<file path="src/rtl/fp_addmm_arbiter.sv">
// Round-robin arbiter/sequencer sharing one pipelined FP add/max/min unit among NREQ requesters.
// Optional performance counters are built when FP_ARB_PERF_EN is defined.
module fp_addmm_arbiter #(
  parameter int NREQ  = 4,
  parameter int WIDTH = 24,
  parameter int LAT   = 2
) (
  input  logic                  clk_i,
  input  logic                  rst_i,
  input  logic [NREQ-1:0]       req_valid_i,
  output logic [NREQ-1:0]       req_ready_o,
  input  logic [4*NREQ-1:0]     req_op_i,
  input  logic [WIDTH*NREQ-1:0] req_a_i,
  input  logic [WIDTH*NREQ-1:0] req_b_i,
  output logic [NREQ-1:0]       rsp_valid_o,
  input  logic [NREQ-1:0]       rsp_ready_i,
  output logic [WIDTH*NREQ-1:0] rsp_result_o,
  output logic                  fp_valid_o,
  output logic [3:0]            fp_op_o,
  output logic [WIDTH-1:0]      fp_a_o,
  output logic [WIDTH-1:0]      fp_b_o,
  input  logic [WIDTH-1:0]      fp_result_i,
  output logic [31:0]           perf_issue_o,
  output logic [31:0]           perf_stall_o
);

  localparam int IDX_W = (NREQ > 1) ? $clog2(NREQ) : 1;

  // Subtraction is an add with the second operand's sign flipped.
  function automatic logic [WIDTH-1:0] cfg_operand_b(input logic [3:0] op,
                                                     input logic [WIDTH-1:0] b);
    if (op[2] && (op[1:0] == 2'b00)) return {~b[WIDTH-1], b[WIDTH-2:0]};
    return b;
  endfunction

  logic [NREQ-1:0]  busy_q;
  logic [IDX_W-1:0] rr_ptr_q;
  logic [IDX_W-1:0] grant_idx;
  logic [IDX_W-1:0] ptr_nxt;
  logic [IDX_W-1:0] cand;
  logic             grant_vld;
  logic [3:0]       op_sel;
  logic [WIDTH-1:0] a_sel;
  logic [WIDTH-1:0] b_sel;
  logic [IDX_W-1:0] iss_idx_p0;
  logic [LAT-1:0]   tag_vld_p1;
  logic [IDX_W-1:0] tag_idx_p1 [LAT];

  always_comb begin
    grant_vld   = 1'b0;
    grant_idx   = '0;
    cand        = '0;
    req_ready_o = '0;
    for (int k = 0; k < NREQ; k++) begin
      cand = IDX_W'((int'(rr_ptr_q) + k) % NREQ);
      if (!grant_vld && req_valid_i[cand] && !busy_q[cand]) begin
        grant_vld = 1'b1;
        grant_idx = cand;
      end
    end
    if (grant_vld) req_ready_o[grant_idx] = 1'b1;
  end

  always_comb begin
    op_sel = '0;
    a_sel  = '0;
    b_sel  = '0;
    for (int i = 0; i < NREQ; i++) begin
      if (req_ready_o[i]) begin
        op_sel = req_op_i[4*i +: 4];
        a_sel  = req_a_i[WIDTH*i +: WIDTH];
        b_sel  = req_b_i[WIDTH*i +: WIDTH];
      end
    end
    ptr_nxt = (grant_idx == IDX_W'(NREQ - 1)) ? '0 : grant_idx + IDX_W'(1);
  end

  // Issue stage (p0): operands to the shared unit, registered on grant.
  always_ff @(posedge clk_i or posedge rst_i) begin
    if (rst_i) begin
      rr_ptr_q   <= '0;
      fp_valid_o <= 1'b0;
      fp_op_o    <= '0;
      fp_a_o     <= '0;
      fp_b_o     <= '0;
      iss_idx_p0 <= '0;
    end else begin
      fp_valid_o <= grant_vld;
      if (grant_vld) begin
        rr_ptr_q   <= ptr_nxt;
        fp_op_o    <= {op_sel[3], 1'b0, op_sel[1:0]};
        fp_a_o     <= a_sel;
        fp_b_o     <= cfg_operand_b(op_sel, b_sel);
        iss_idx_p0 <= grant_idx;
      end
    end
  end

  // Tag stage (p1): requester index follows the unit's fixed latency.
  always_ff @(posedge clk_i or posedge rst_i) begin
    if (rst_i) begin
      tag_vld_p1 <= '0;
      for (int k = 0; k < LAT; k++) tag_idx_p1[k] <= '0;
    end else begin
      tag_vld_p1[0] <= fp_valid_o;
      tag_idx_p1[0] <= iss_idx_p0;
      for (int k = 1; k < LAT; k++) begin
        tag_vld_p1[k] <= tag_vld_p1[k-1];
        tag_idx_p1[k] <= tag_idx_p1[k-1];
      end
    end
  end

  // Response stage: one-entry buffer per requester; busy spans issue to handshake.
  always_ff @(posedge clk_i or posedge rst_i) begin
    if (rst_i) begin
      rsp_valid_o  <= '0;
      rsp_result_o <= '0;
      busy_q       <= '0;
    end else begin
      for (int i = 0; i < NREQ; i++) begin
        if (rsp_valid_o[i] && rsp_ready_i[i]) begin
          rsp_valid_o[i] <= 1'b0;
          busy_q[i]      <= 1'b0;
        end
        if (tag_vld_p1[LAT-1] && (tag_idx_p1[LAT-1] == IDX_W'(i))) begin
          rsp_valid_o[i]                 <= 1'b1;
          rsp_result_o[WIDTH*i +: WIDTH] <= fp_result_i;
        end
        if (req_ready_o[i]) busy_q[i] <= 1'b1;
      end
    end
  end

`ifdef FP_ARB_PERF_EN
  logic [31:0] issue_cnt_q;
  logic [31:0] stall_cnt_q;

  always_ff @(posedge clk_i or posedge rst_i) begin
    if (rst_i) begin
      issue_cnt_q <= '0;
      stall_cnt_q <= '0;
    end else begin
      if (grant_vld) issue_cnt_q <= issue_cnt_q + 32'd1;
      if (!grant_vld && |req_valid_i) stall_cnt_q <= stall_cnt_q + 32'd1;
    end
  end

  assign perf_issue_o = issue_cnt_q;
  assign perf_stall_o = stall_cnt_q;
`else
  assign perf_issue_o = '0;
  assign perf_stall_o = '0;
`endif

endmodule

</file>
<file path="config.mk">
export PLATFORM = sky130hd
export DESIGN_NAME = fp_addmm_arbiter
export DESIGN_NICKNAME = d
export VERILOG_FILES = /design/src/rtl/fp_addmm_arbiter.sv
export SDC_FILE = /design/constraint.sdc
export NUM_CORES = 1
export LEC_CHECK = 0
export ABC_AREA = 1
export CAP_MARGIN = 10
export CORE_AREA = 2 2 181 183
export CTS_CLUSTER_DIAMETER = 80
export DETAILED_ROUTE_END_ITERATION = 10
export DIE_AREA = 0 0 183 185
export DONT_BUFFER_PORTS = 1
export SYNTH_ARGS = -nofsm -noshare
export SYNTH_HDL_FRONTEND = slang
export SYNTH_SLANG_ARGS = --single-unit
</file>
<file path="constraint.sdc">
create_clock -name clk_i -period 9.3 [get_ports clk_i]
set_input_delay 1.86 -clock clk_i [delete_from_list [all_inputs] [get_ports clk_i]]
set_output_delay 1.86 -clock clk_i [all_outputs]
set_load 0.1 [all_outputs]
</file>
Yosys cells after proc, flatten, opt, wreduce, memory -nomap -nowiden. Cells that the tools add are included.

Bits in latches: 0. RAM bits: 0. Memories kept: 0. ROM bits: 0. Register bits after elaboration: 166.

Eq/ne operators: 4. Reductions and logical operators: 34. Add/subtract/negate cells: 4. Bitwise gates (word level): 1. Shift-type cells: 0. Muxes and demuxes: 56. Multipliers: 0. $lt $le $gt $ge: 6. Divide/modulo/power cells: 0.

Operators with widths (number): two-way mux 24 bit (10); two-way mux 1 bit (27); two-way mux 4 bit (5); logical AND 1 bit (17); binary-select mux 1 bit (select 2 bit) (8); nonzero test 2 bit (8); < comparator 2 x 3 -> 1 bit (second input constant) (5); two-way mux 2 bit (5); zero test 1 bit (7); equality test 2 bit (second input constant) (3); adder 2 x 1 -> 2 bit (second input constant) (2); adder 2 bit (second input constant) (2); zero test 2 bit (2); demux 1 bit (select 2 bit) (1); equality test 2 x 1 -> 1 bit (second input constant) (1); greater-or-equal comparator 2 x 1 -> 1 bit (second input constant) (1); inverter 1 bit (1).

Depth between registers and ports, before layout. Gate-level depths: netlist (run 1).

Depth in word-level cells: 31. Depth in mapped cells: 23. Gate-level depth less buffers: 22.

Least setup slack after synthesis (run 1). OpenSTA, ideal clock, no wires.

Path type: input to output. From: input port req_valid_i[0]. To: output port req_ready_o[2]. Slack: 3.749 ns. Cell stages on the path: 11. Data arrival time: 3.691 ns. Path through: nand2_1 nand2_1 nand3_1 nand2_2 nor4_1 inv_1 o21ai_0 ha_1 nand2_4 inv_2 buf_2.

Longest elaborated chain between the ends: 21.

RTL lines: from (decl) (RTL line 10) `input logic [NREQ-1:0] req_valid_i,`; binary-select mux 1 bit (select 2 bit) (RTL line 56) `if (!grant_vld && req_valid_i[cand] && !busy_q[cand]) begin`; two-way mux 1 bit (not written as such) (RTL line 56); logical AND 1 bit (RTL line 56); two-way mux 1 bit (RTL line 56); zero test 1 bit (RTL line 56); logical AND 1 bit (2 in series) (RTL line 56); two-way mux 1 bit (RTL line 56); zero test 1 bit (RTL line 56); [... 4 more ...]; logical AND 1 bit (2 in series) (RTL line 56); two-way mux 2 bit * (RTL line 56); via grant_idx[1] (RTL line 38) `logic [IDX_W-1:0] grant_idx;`; < comparator 2 x 3 -> 1 bit (not written as such) or greater-or-equal comparator 2 x 1 -> 1 bit (tied branches) (RTL line 61) `if (grant_vld) req_ready_o[grant_idx] = 1'b1;`; logical AND 1 bit (not written as such) (RTL line 61); two-way mux 1 bit (not written as such) (RTL line 61); demux 1 bit (select 2 bit) * (RTL line 61); two-way mux 4 bit * (RTL line 61); to (decl) (RTL line 11) `output logic [NREQ-1:0] req_ready_o,`.

Mark *: on every way through the listed nets, which the timed path passes. The rest lies on a longest branch. The select of a mux whose other input is x is not followed.

Worst setup path in the final report (run 1).
From: input port req_valid_i[1]. To: output port req_ready_o[2].

The elaborated chain is that of the path after synthesis.

==> results of run 1 <==
-- metal layers --
layer	up-vias	part of all wire, %
met2	380	50
li1	3127	-
met1	3168	36
met3	42	10
met4	0	3.5
met5	-	0
-- stage by stage --
stage | setup slack, ns | hold WS (ns) | util, % | cell area [µm²] | instances
after floorplan | 2.95 | 0.331 | - | 8530 | 1076
final | 2.79 | 0.349 | 27.5 | 8830 | 1399
after global placement | 2.74 | 0.333 | 25.9 | 8290 | 1365
after detailed placement | 2.74 | 0.335 | 25.9 | 8290 | 1365
after CTS | 2.74 | 0.350 | 27.5 | 8820 | 1396
after global routing | 2.52 | 0.360 | 27.5 | 8830 | 1399
-- cell families after synthesis --
family          synth area share [%]
simple gates                    22.0
compound gates                  14.5
buf+inv                         12.8
flops                           50.1
fa+ha+maj                      0.604
other cells                   0.0453
-- layout by cell type (no fill, tap or decap), types with 3 or more instances in the layout --
| cell | count |
|---|---|
| clkinv_2 | 3 |
| nand2_2 | 5 |
| ha_1 | 4 |
| o21ai_1 | 10 |
| buf_4 | 9 |
| nor2_1 | 4 |
| diode_2 | 3 |
| a31oi_1 | 29 |
| inv_2 | 7 |
| inv_6 | 4 |
| o211ai_1 | 20 |
| nand2_1 | 345 |
| clkbuf_16 | 17 |
| conb_1 | 65 |
| dfrtp_1 | 166 |
| clkinvlp_4 | 3 |
| nand3_1 | 72 |
| o21ai_0 | 123 |
| inv_1 | 48 |
| o22ai_1 | 29 |
| nand3_2 | 6 |
-- worst max-delay path by stage --
| stage | start | to | slack [ns] |
|---|---|---|---|
| 2_1_floorplan | rst_i | busy_q[0] | 2.95 |
| 3_3_place_gp | req_valid_i[1] | req_ready_o[2] | 2.74 |
| 3_5_place_dp | req_valid_i[1] | req_ready_o[2] | 2.74 |
| 4_1_cts | req_valid_i[1] | req_ready_o[2] | 2.74 |
| 5_1_grt | req_valid_i[1] | req_ready_o[2] | 2.52 |
| 6_report | req_valid_i[1] | req_ready_o[2] | 2.79 |
-- state kept, by name, indices dropped and copies added, names as in the netlist --
register,count
fp_op_o,3
rr_ptr_q,2
fp_b_o,24
fp_a_o,24
busy_q,4
iss_idx_p0,2
tag_idx_p1,4
tag_vld_p1,2
fp_valid_o,1
rsp_result_o,96
rsp_valid_o,4
-- area by class of cell --
type	instances	area [µm²]
fill	3474	23200
sequential	166	4150
multi-input combinational	723	3320
tap	408	510
clock buffer	19	433
inverter	59	230
clock inverter	12	98.8
timing repair buffer	9	67.6
antenna	3	7.51
-- critical path, delay by kind of cell --
| kind | cells | cell delay (ns) |
|---|---|---|
| adders and majority gates | 1 | 0.33 |
| AOI/OAI and AO/OA | 1 | 0.30 |
| and+or+nand+nor | 6 | 1.06 |
| buffers and inverters | 2 | 1.02 |
-- cells in the mapped netlist, types with 2 or more instances --
cell      number  area share, %
buf_6          7           0.95
ha_1           4           0.60
o21ai_1       10           0.60
inv_2          8           0.36
dfrtp_1      166             50
buf_4         73            6.6
buf_2         22            1.3
nand3_1       74            4.5
clkbuf_1      25            1.1
nand2_2        5           0.38
a31oi_1       29            2.2
nor2_1         4           0.18
nand3b_1       2           0.18
inv_1         49            2.2
o21ai_0      123            7.4
nand3_2        4           0.48
o22ai_1       29            2.2
o211ai_1      20            1.8
nand2_1      345             16
==> reports/metrics.yaml, run 1 <==
status: "completed"
clkSlewWorstSetupHoldPaths_ns: 0.07
area_growth_syn_to_layout_pct: 6.51
cpMaxStageDelayCell: "inv_2"
grt_pass1_vias: 6233
r2r-start: "rr_ptr_q[0]"
path_common_cell: "nand2_1"
groute.usage.overall_pct: 16.0
start_util_pct: 25.9
skew_ns: 0.0280
drc: 0
fin_tns_setup_ns: 0
finalMaxSlewViolations: 0
synth.yosys.seq_area_share_pct: 50.1
whs_path_depth: 0
hold_end: "tag_vld_p1[1]"
numCtsBuffers: 17
path_class: "in -> out"
ctsResizeCount: 0
drtIter0Drc: 395
gr-usage-met1_pct: 17.4
min_path_type: "reg -> reg"
crit_required_ns: 7.44
antenna_left: 0
hold_path.startpoint: "tag_vld_p1[0]"
grtUsageMet3_pct: 5.82
grt_overflow: 0
grt_pass1_wl_um: 39900
cp-start-kind: "input port"
busiest_layer: "met2"
cts_sinks: 166
rows: 66
gp_congestion: 0.809
synth_edf_count: 0
die_area_um2: 33900
io_pins: 463
cts_setup_buffers: 0
synth_area_um2: 8290
yosys_warnings: 0
crit_arrival_ns: 4.65
antenna_found_initial: 4
crit_chain: "nand2_1 > nand2_1 > nand3_1 > nand2_2 > nor4_1 > inv_1 > o21ai_0 > ha_1 > nand2_4 > inv_2"
slew_headroom_pct: 24.5
h-tree-depth: 4
synth.distinct_cells: 32
worst_pin_slew_ns: 1.13
ctsHoldBuffers: 0
r2r_end: "fp_b_o[12]"
hold_viol: 0
critPathMaxStageDelay_ns: 0.94
port_buffers: 0
synth_cells: 1012
core_area_um2: 32000
fin_nets: 1222
ff2ff_path_depth: 17
met2_usage_pct: 27.9
drt_first_pass_iters: 5
dieWidth_um: 183
drive_gt1_share_pct: 6.48
rsz0062_at_grt: "no"
hpwl_um: 21200
synth.avg_cell_area_um2: 8.19
setup_violations: 0
clock-root-buffer: "clkbuf_16"
clockBufferDepth: 2
crit_path_max_fanout: 73
ys_seq_elements: 166
fmax_ghz: 0.154
wirelength_um: 28200
reg2reg_slack_ns: 5.10
clk_latency_ns: 0.44
ys.flop_type: "dfrtp_1"
avgViaCountPerCell: 4.80
cts_tree: "done"
cp-end-kind: "output pin"
wl_per_cell_um: 20.2
vias: 6717
async_reset_ff_share_pct: 100
grt_max_degree: 103
fin_crit_sh_pct: 70.0
die_h_um: 185
cap_violations: 0
fin_crit_ns: 6.51
Power of run 1 is left out: the tool's default activity adds up to more than one toggle a clock period on the data nets, which glitch-free logic cannot reach.
==> run 2: changes to the inputs <==
--- a/config.mk
+++ b/config.mk
@@ -7,10 +7,10 @@
 export LEC_CHECK = 0
 export ABC_AREA = 1
 export CAP_MARGIN = 10
-export CORE_AREA = 2 2 181 183
+export CORE_AREA = 2 2 179 181
 export CTS_CLUSTER_DIAMETER = 80
 export DETAILED_ROUTE_END_ITERATION = 10
-export DIE_AREA = 0 0 183 185
+export DIE_AREA = 0 0 181 183
 export DONT_BUFFER_PORTS = 1
 export SYNTH_ARGS = -nofsm -noshare
 export SYNTH_HDL_FRONTEND = slang
==> constraint.sdc (replaced) <==
create_clock -name clk_i -period 5.4 [get_ports clk_i]
set_input_delay 1.08 -clock clk_i [delete_from_list [all_inputs] [get_ports clk_i]]
set_output_delay 1.08 -clock clk_i [all_outputs]
set_load 0.1 [all_outputs]
==> reports/metrics.yaml, run 2 (synthesized netlist as in run 1, its figures left out) <==
clkSlewWorstSetupHoldPaths_ns: 0.07  # about the same
h-tree-depth: 4  # unchanged
clk_latency_ns: 0.43  # was 0.44 ns
top_layer: "met4"  # unchanged
cts_setup_buffers: 0  # unchanged
cts_sinks: 166  # unchanged
numCtsBuffers: 17  # unchanged
groute.usage.overall_pct: 16.2  # was 16.0%
worst_pin_slew_ns: 1.14  # was 1.13 ns
wirelength_um: 27600  # was 28200 µm
instances_no_fill: 1399  # unchanged
grt_max_degree: 155  # was 103
die_area_um2: 33100  # was 33900 µm²
cp-start-kind: "input port"  # unchanged
antenna_left: 0  # unchanged
grt_pass1_wl_um: 40300  # was 39900 µm
ctsHoldBuffers: 0  # unchanged
antenna_found_initial: 7  # was 4
grt_pass1_vias: 6416  # was 6233
wl_per_cell_um: 19.8  # was 20.2 µm
dieWidth_um: 181  # was 183 µm
grt_overflow: 0  # unchanged
setup_violations: 0  # unchanged
start_util_pct: 26.5  # was 25.9%
drc: 0  # unchanged
finalMaxSlewViolations: 0  # unchanged
wl_met2_um: 14000  # was 14100 µm
fmax_ghz: 0.241
min_path_type: "reg -> reg"  # unchanged
crit_arrival_ns: 3.07  # was 4.65 ns
io_pins: 463  # unchanged
drive_gt1_share_pct: 6.85  # was 6.48%
clockBufferDepth: 2  # unchanged
drtIter0Drc: 362  # was 395
cp-end-kind: "output pin"  # unchanged
fin_crit_sh_pct: 76.8
vias: 6739  # was 6717
port_buffers: 0  # unchanged
slew_headroom_pct: 24.1  # was 24.5%
hpwl_um: 20200  # was 21200 µm
dpl.cell_count: 1362  # was 1365
regMostFlops: "rsp_result_o"  # unchanged
met1_length_um: 10500  # was 10200 µm
layout_common_cells: "nand2_1, dfrtp_1, o21ai_0"  # unchanged
status: "completed"  # unchanged
path_class: "in -> out"  # unchanged
skew_ns: 0.0171  # was 0.0280 ns
avgViaCountPerCell: 4.82  # was 4.80
met3_length_um: 2360  # was 2930 µm
final_design_area_no_fill_um2: 8920  # was 8830 µm²
fin_tns_setup_ns: 0  # unchanged
die_h_um: 183  # was 185 µm
fin_nets: 1225  # was 1222
placedInstanceArea_um2: 8340  # was 8290 µm²
ctsResizeCount: 0  # unchanged
largest_reg_flops: 96  # unchanged
hold_viol: 0  # unchanged
clock-root-buffer: "clkbuf_16"  # unchanged
crit_required_ns: 4.32  # was 7.44 ns
area_growth_syn_to_layout_pct: 7.62  # was 6.51%
drt_first_pass_iters: 5  # unchanged
rows: 65  # was 66
crit_path_max_fanout: 6  # was 73
gp_congestion: 0.848  # was 0.809
rsz0062_at_grt: "no"  # unchanged
layout_commonest_cell: "nand2_1"  # unchanged
cap_violations: 0  # unchanged
fin_crit_ns: 4.15
cts_tree: "done"  # unchanged
reg_top3: "rsp_result_o: 96 flops, fp_a_o: 24 flops, fp_b_o: 24 flops"  # unchanged
core_area_um2: 31200  # was 32000 µm²
-- run 2: cell count changes in the layout (fill, tap and decap cells not counted), sizes merged --
cell,delta
clkinv,+1
clkbuf,+1
diode,+2
inv,-3
buf,+3
clkinvlp,+1
bufinv,+1
-- run 2: stage by stage --
| step | util [%] | setup WS, ns | hold slack, ns |
|---|---|---|---|
| after floorplan | - | 1.41 | 0.331 |
| after global placement | 26.7 | 1.15 | 0.333 |
| after detailed placement | 26.7 | 1.12 | 0.336 |
| after CTS | 28.5 | 1.23 | 0.348 |
| after global routing | 28.6 | 1.03 | 0.360 |
| final | 28.6 | 1.25 | 0.350 |
-- run 2: area by class of cell --
type                    instances  area (µm²)
fillers                      3390       22300
flip-flops and latches        166        4150
multi-input cells             723        3320
well taps                     402         503
clock buffers                  20         447
inverters                      59         229
repair buffers                 12         128
clock inverters                12         121
diodes                          5        12.5
-- run 2: path summary, 6_finish.rpt --
| kind | start | to | slack, ns | depth (start not counted) |
|---|---|---|---|---|
| max in group asynchronous | rst_i | fp_b_o[9] | 3.75 | 2 |
| min in group asynchronous | rst_i | rsp_valid_o[1] | 0.49 | 1 |
| worst min-delay path | tag_vld_p1[0] | tag_vld_p1[1] | 0.35 | 0 |
| worst max-delay path | req_valid_i[1] | req_ready_o[1] | 1.25 | 11 |
| worst max register to register | rr_ptr_q[0] | fp_b_o[12] | 1.66 | 16 |
| worst min register to register | tag_vld_p1[0] | tag_vld_p1[1] | 0.35 | 0 |
-- run 2: critical path, cell delays in order --
cell and delay (ns):
nand2_1 0.06, nand2_1 0.07, nand3_1 0.10, nand2_2 0.10, nor4_1 0.28, inv_1 0.08, o21ai_0 0.33, inv_1 0.14
ha_1 0.27, nand2_1 0.13, clkinv_2 0.41
-- run 2: layer usage --
| layer | track usage (%) | vias to the layer above |
|---|---|---|
| met3 | 5.12 | 34 |
| li1 | - | 3144 |
| met2 | 28.4 | 358 |
| met5 | 0 | - |
| met4 | 7.38 | 0 |
| met1 | 18.2 | 3203 |
Power of run 2 is left out for the same reason.
==> run 3: changes to the inputs <==
==> constraint.sdc (replaced) <==
create_clock -name clk_i -period 3.7 [get_ports clk_i]
set_input_delay 0.74 -clock clk_i [delete_from_list [all_inputs] [get_ports clk_i]]
set_output_delay 0.74 -clock clk_i [all_outputs]
set_load 0.1 [all_outputs]
==> reports/metrics.yaml, run 3 (synthesized netlist as in run 1, its figures left out) <==
die_h_um: 183  # unchanged
cap_violations: 0  # unchanged
reg2reg_slack_ns: 0.60  # was 1.66 ns
clk_latency_ns: 0.43  # about the same
port_buffers: 0  # unchanged
largest_reg_flops: 96  # unchanged
grt_overflow: 0  # unchanged
setup_ws_ns: 0.228  # was 1.25 ns
wirelength_um: 29700  # was 27600 µm
cp-start-kind: "register"  # was input port
finalMaxSlewViolations: 0  # unchanged
fin_nets: 1242  # was 1225
fmax_ghz: 0.288
slew_headroom_pct: 28.2  # was 24.1%
vias: 6993  # was 6739
cts_sinks: 166  # unchanged
setup_violations: 0  # unchanged
drtIter0Drc: 349  # was 362
fin_crit_sh_pct: 93.8
path_class: "reg -> out"  # was in -> out
grt_max_degree: 101  # was 155
layout_commonest_cell: "nand2_1"  # unchanged
cp-end-kind: "output pin"  # unchanged
r2r-start: "rr_ptr_q[0]"  # unchanged
area_growth_syn_to_layout_pct: 12.0  # was 7.62%
h-tree-depth: 4  # unchanged
start_util_pct: 26.5  # unchanged
gp_congestion: 0.861  # was 0.848
io_pins: 463  # unchanged
antenna_found_initial: 6  # was 7
clock-root-buffer: "clkbuf_16"  # unchanged
worst-path-buf-inv: 3  # unchanged
cts_tree: "done"  # unchanged
dpl.cell_count: 1369  # was 1362
avgViaCountPerCell: 4.94  # was 4.82
hold_viol: 0  # unchanged
pre_cts_ws_ns: 0.300  # was 1.12 ns
antenna_left: 0  # unchanged
crit_arrival_ns: 2.73  # was 3.07 ns
drive_gt1_share_pct: 9.12  # was 6.85%
crit_chain: "clkbuf_2 > nand3_1 > nand2_1 > nand2_2 > nand2_2 > nor4_2 > inv_1 > o21ai_2 > ha_1 > nand2_4 > inv_2"  # was nand2_1 > nand2_1 > nand3_1 > nand2_2 > nor4_1 > inv_1 > o21ai_0 > inv_1 > ha_1 > nand2_1 > clkinv_2
grt_pass1_vias: 6695  # was 6416
clkSlewWorstSetupHoldPaths_ns: 0.08  # was 0.07 ns
groute.usage.overall_pct: 16.3  # was 16.2%
ff2ff_path_depth: 17  # was 16
fin_tns_setup_ns: 0  # unchanged
crit_path_max_fanout: 6  # unchanged
worst_pin_slew_ns: 1.08  # was 1.14 ns
fillers: 3358  # was 3390
status: "completed"  # unchanged
drc: 0  # unchanged
fin_crit_ns: 3.47
skew_ns: 0.0227  # was 0.0171 ns
core_area_um2: 31200  # unchanged
hpwl_um: 20300  # was 20200 µm
grt_pass1_wl_um: 40900  # was 40300 µm
cp.depth: 11  # unchanged
rows: 65  # unchanged
min_path_type: "in -> async"  # was reg -> reg
reg_top3: "rsp_result_o: 96 flops, fp_a_o: 24 flops, fp_b_o: 24 flops"  # unchanged
instances_no_fill: 1416  # was 1399
r2r_end: "fp_b_o[12]"  # unchanged
regMostFlops: "rsp_result_o"  # unchanged
numCtsBuffers: 17  # unchanged
dieWidth_um: 181  # unchanged
layout_common_cells: "nand2_1, dfrtp_1, o21ai_0"  # unchanged
drt_first_pass_iters: 5  # unchanged
die_area_um2: 33100  # unchanged
critPathMaxStageDelay_ns: 0.46  # was 0.41 ns
clockBufferDepth: 2  # unchanged
path_common_cell: "nand2_2"  # was nand2_1
ctsHoldBuffers: 0  # unchanged
crit_family: "simple AND/OR/NAND/NOR gates"  # unchanged
wl_per_cell_um: 20.9  # was 19.8 µm
cpMaxStageDelayCell: "dfrtp_2"  # was clkinv_2
crit_required_ns: 2.96  # was 4.32 ns
rsz0062_at_grt: "no"  # unchanged
## run 3: layout make-up
type	instances	area, µm²	share of cell area (%)
tap	402	503	5.42
antenna	5	12.5	0.135
multi-input combinational	723	3340	36.0
clock inverter	14	184	1.98
sequential	166	4160	44.8
timing repair buffer	29	423	4.56
inverter	59	238	2.56
clock buffer	18	429	4.62
## run 3: timing repair
item	in CTS	in global routing
cloned	0	6
gates resized for setup	1	13
buffers inserted	0	4
endpoints found under the setup margin	2	3
## run 3: worst register-to-register path, delay by kind of cell, from the launching register on
family	cells	cell delay (ns)
AO/OA/AOI/OAI	3	0.68
adder cells (fa/ha/maj)	1	0.22
buffers and inverters	6	0.82
flip-flops	1	0.46
AND/OR/NAND/NOR	7	0.86
## run 3: per-layer routing
metal	global-route usage, %	share of wire (%)	routed length (µm)
met5	0	0	0
met4	7.41	3.5	1050
met3	4.86	8.4	2480
met2	27.9	49	14700
met1	18.8	39	11500
## run 3: worst max path at each step
stage | endpoint | slack [ns] | from
after floorplan | req_ready_o[2] | 0.39 | req_valid_i[0]
after global placement | req_ready_o[1] | 0.35 | req_valid_i[1]
after detailed placement | fp_b_o[12] | 0.30 | req_valid_i[1]
after CTS | req_ready_o[1] | 0.07 | rr_ptr_q[0]
after global routing | req_ready_o[2] | 0.05 | rr_ptr_q[0]
final | req_ready_o[2] | 0.23 | rr_ptr_q[0]
## run 3: through the flow
| stage | hold WS, ns | instance area (µm²) | util (%) |
|---|---|---|---|
| 5_1_grt | 0.320 | 9280 | 29.7 |
| 3_5_place_dp | 0.342 | 8440 | 27.0 |
| 3_3_place_gp | 0.331 | 8440 | 27.0 |
| 6_report | 0.297 | 9280 | 29.7 |
| 4_1_cts | 0.322 | 9050 | 29.0 |
| 2_1_floorplan | 0.331 | 8530 | - |
Power of run 3 is left out for the same reason.
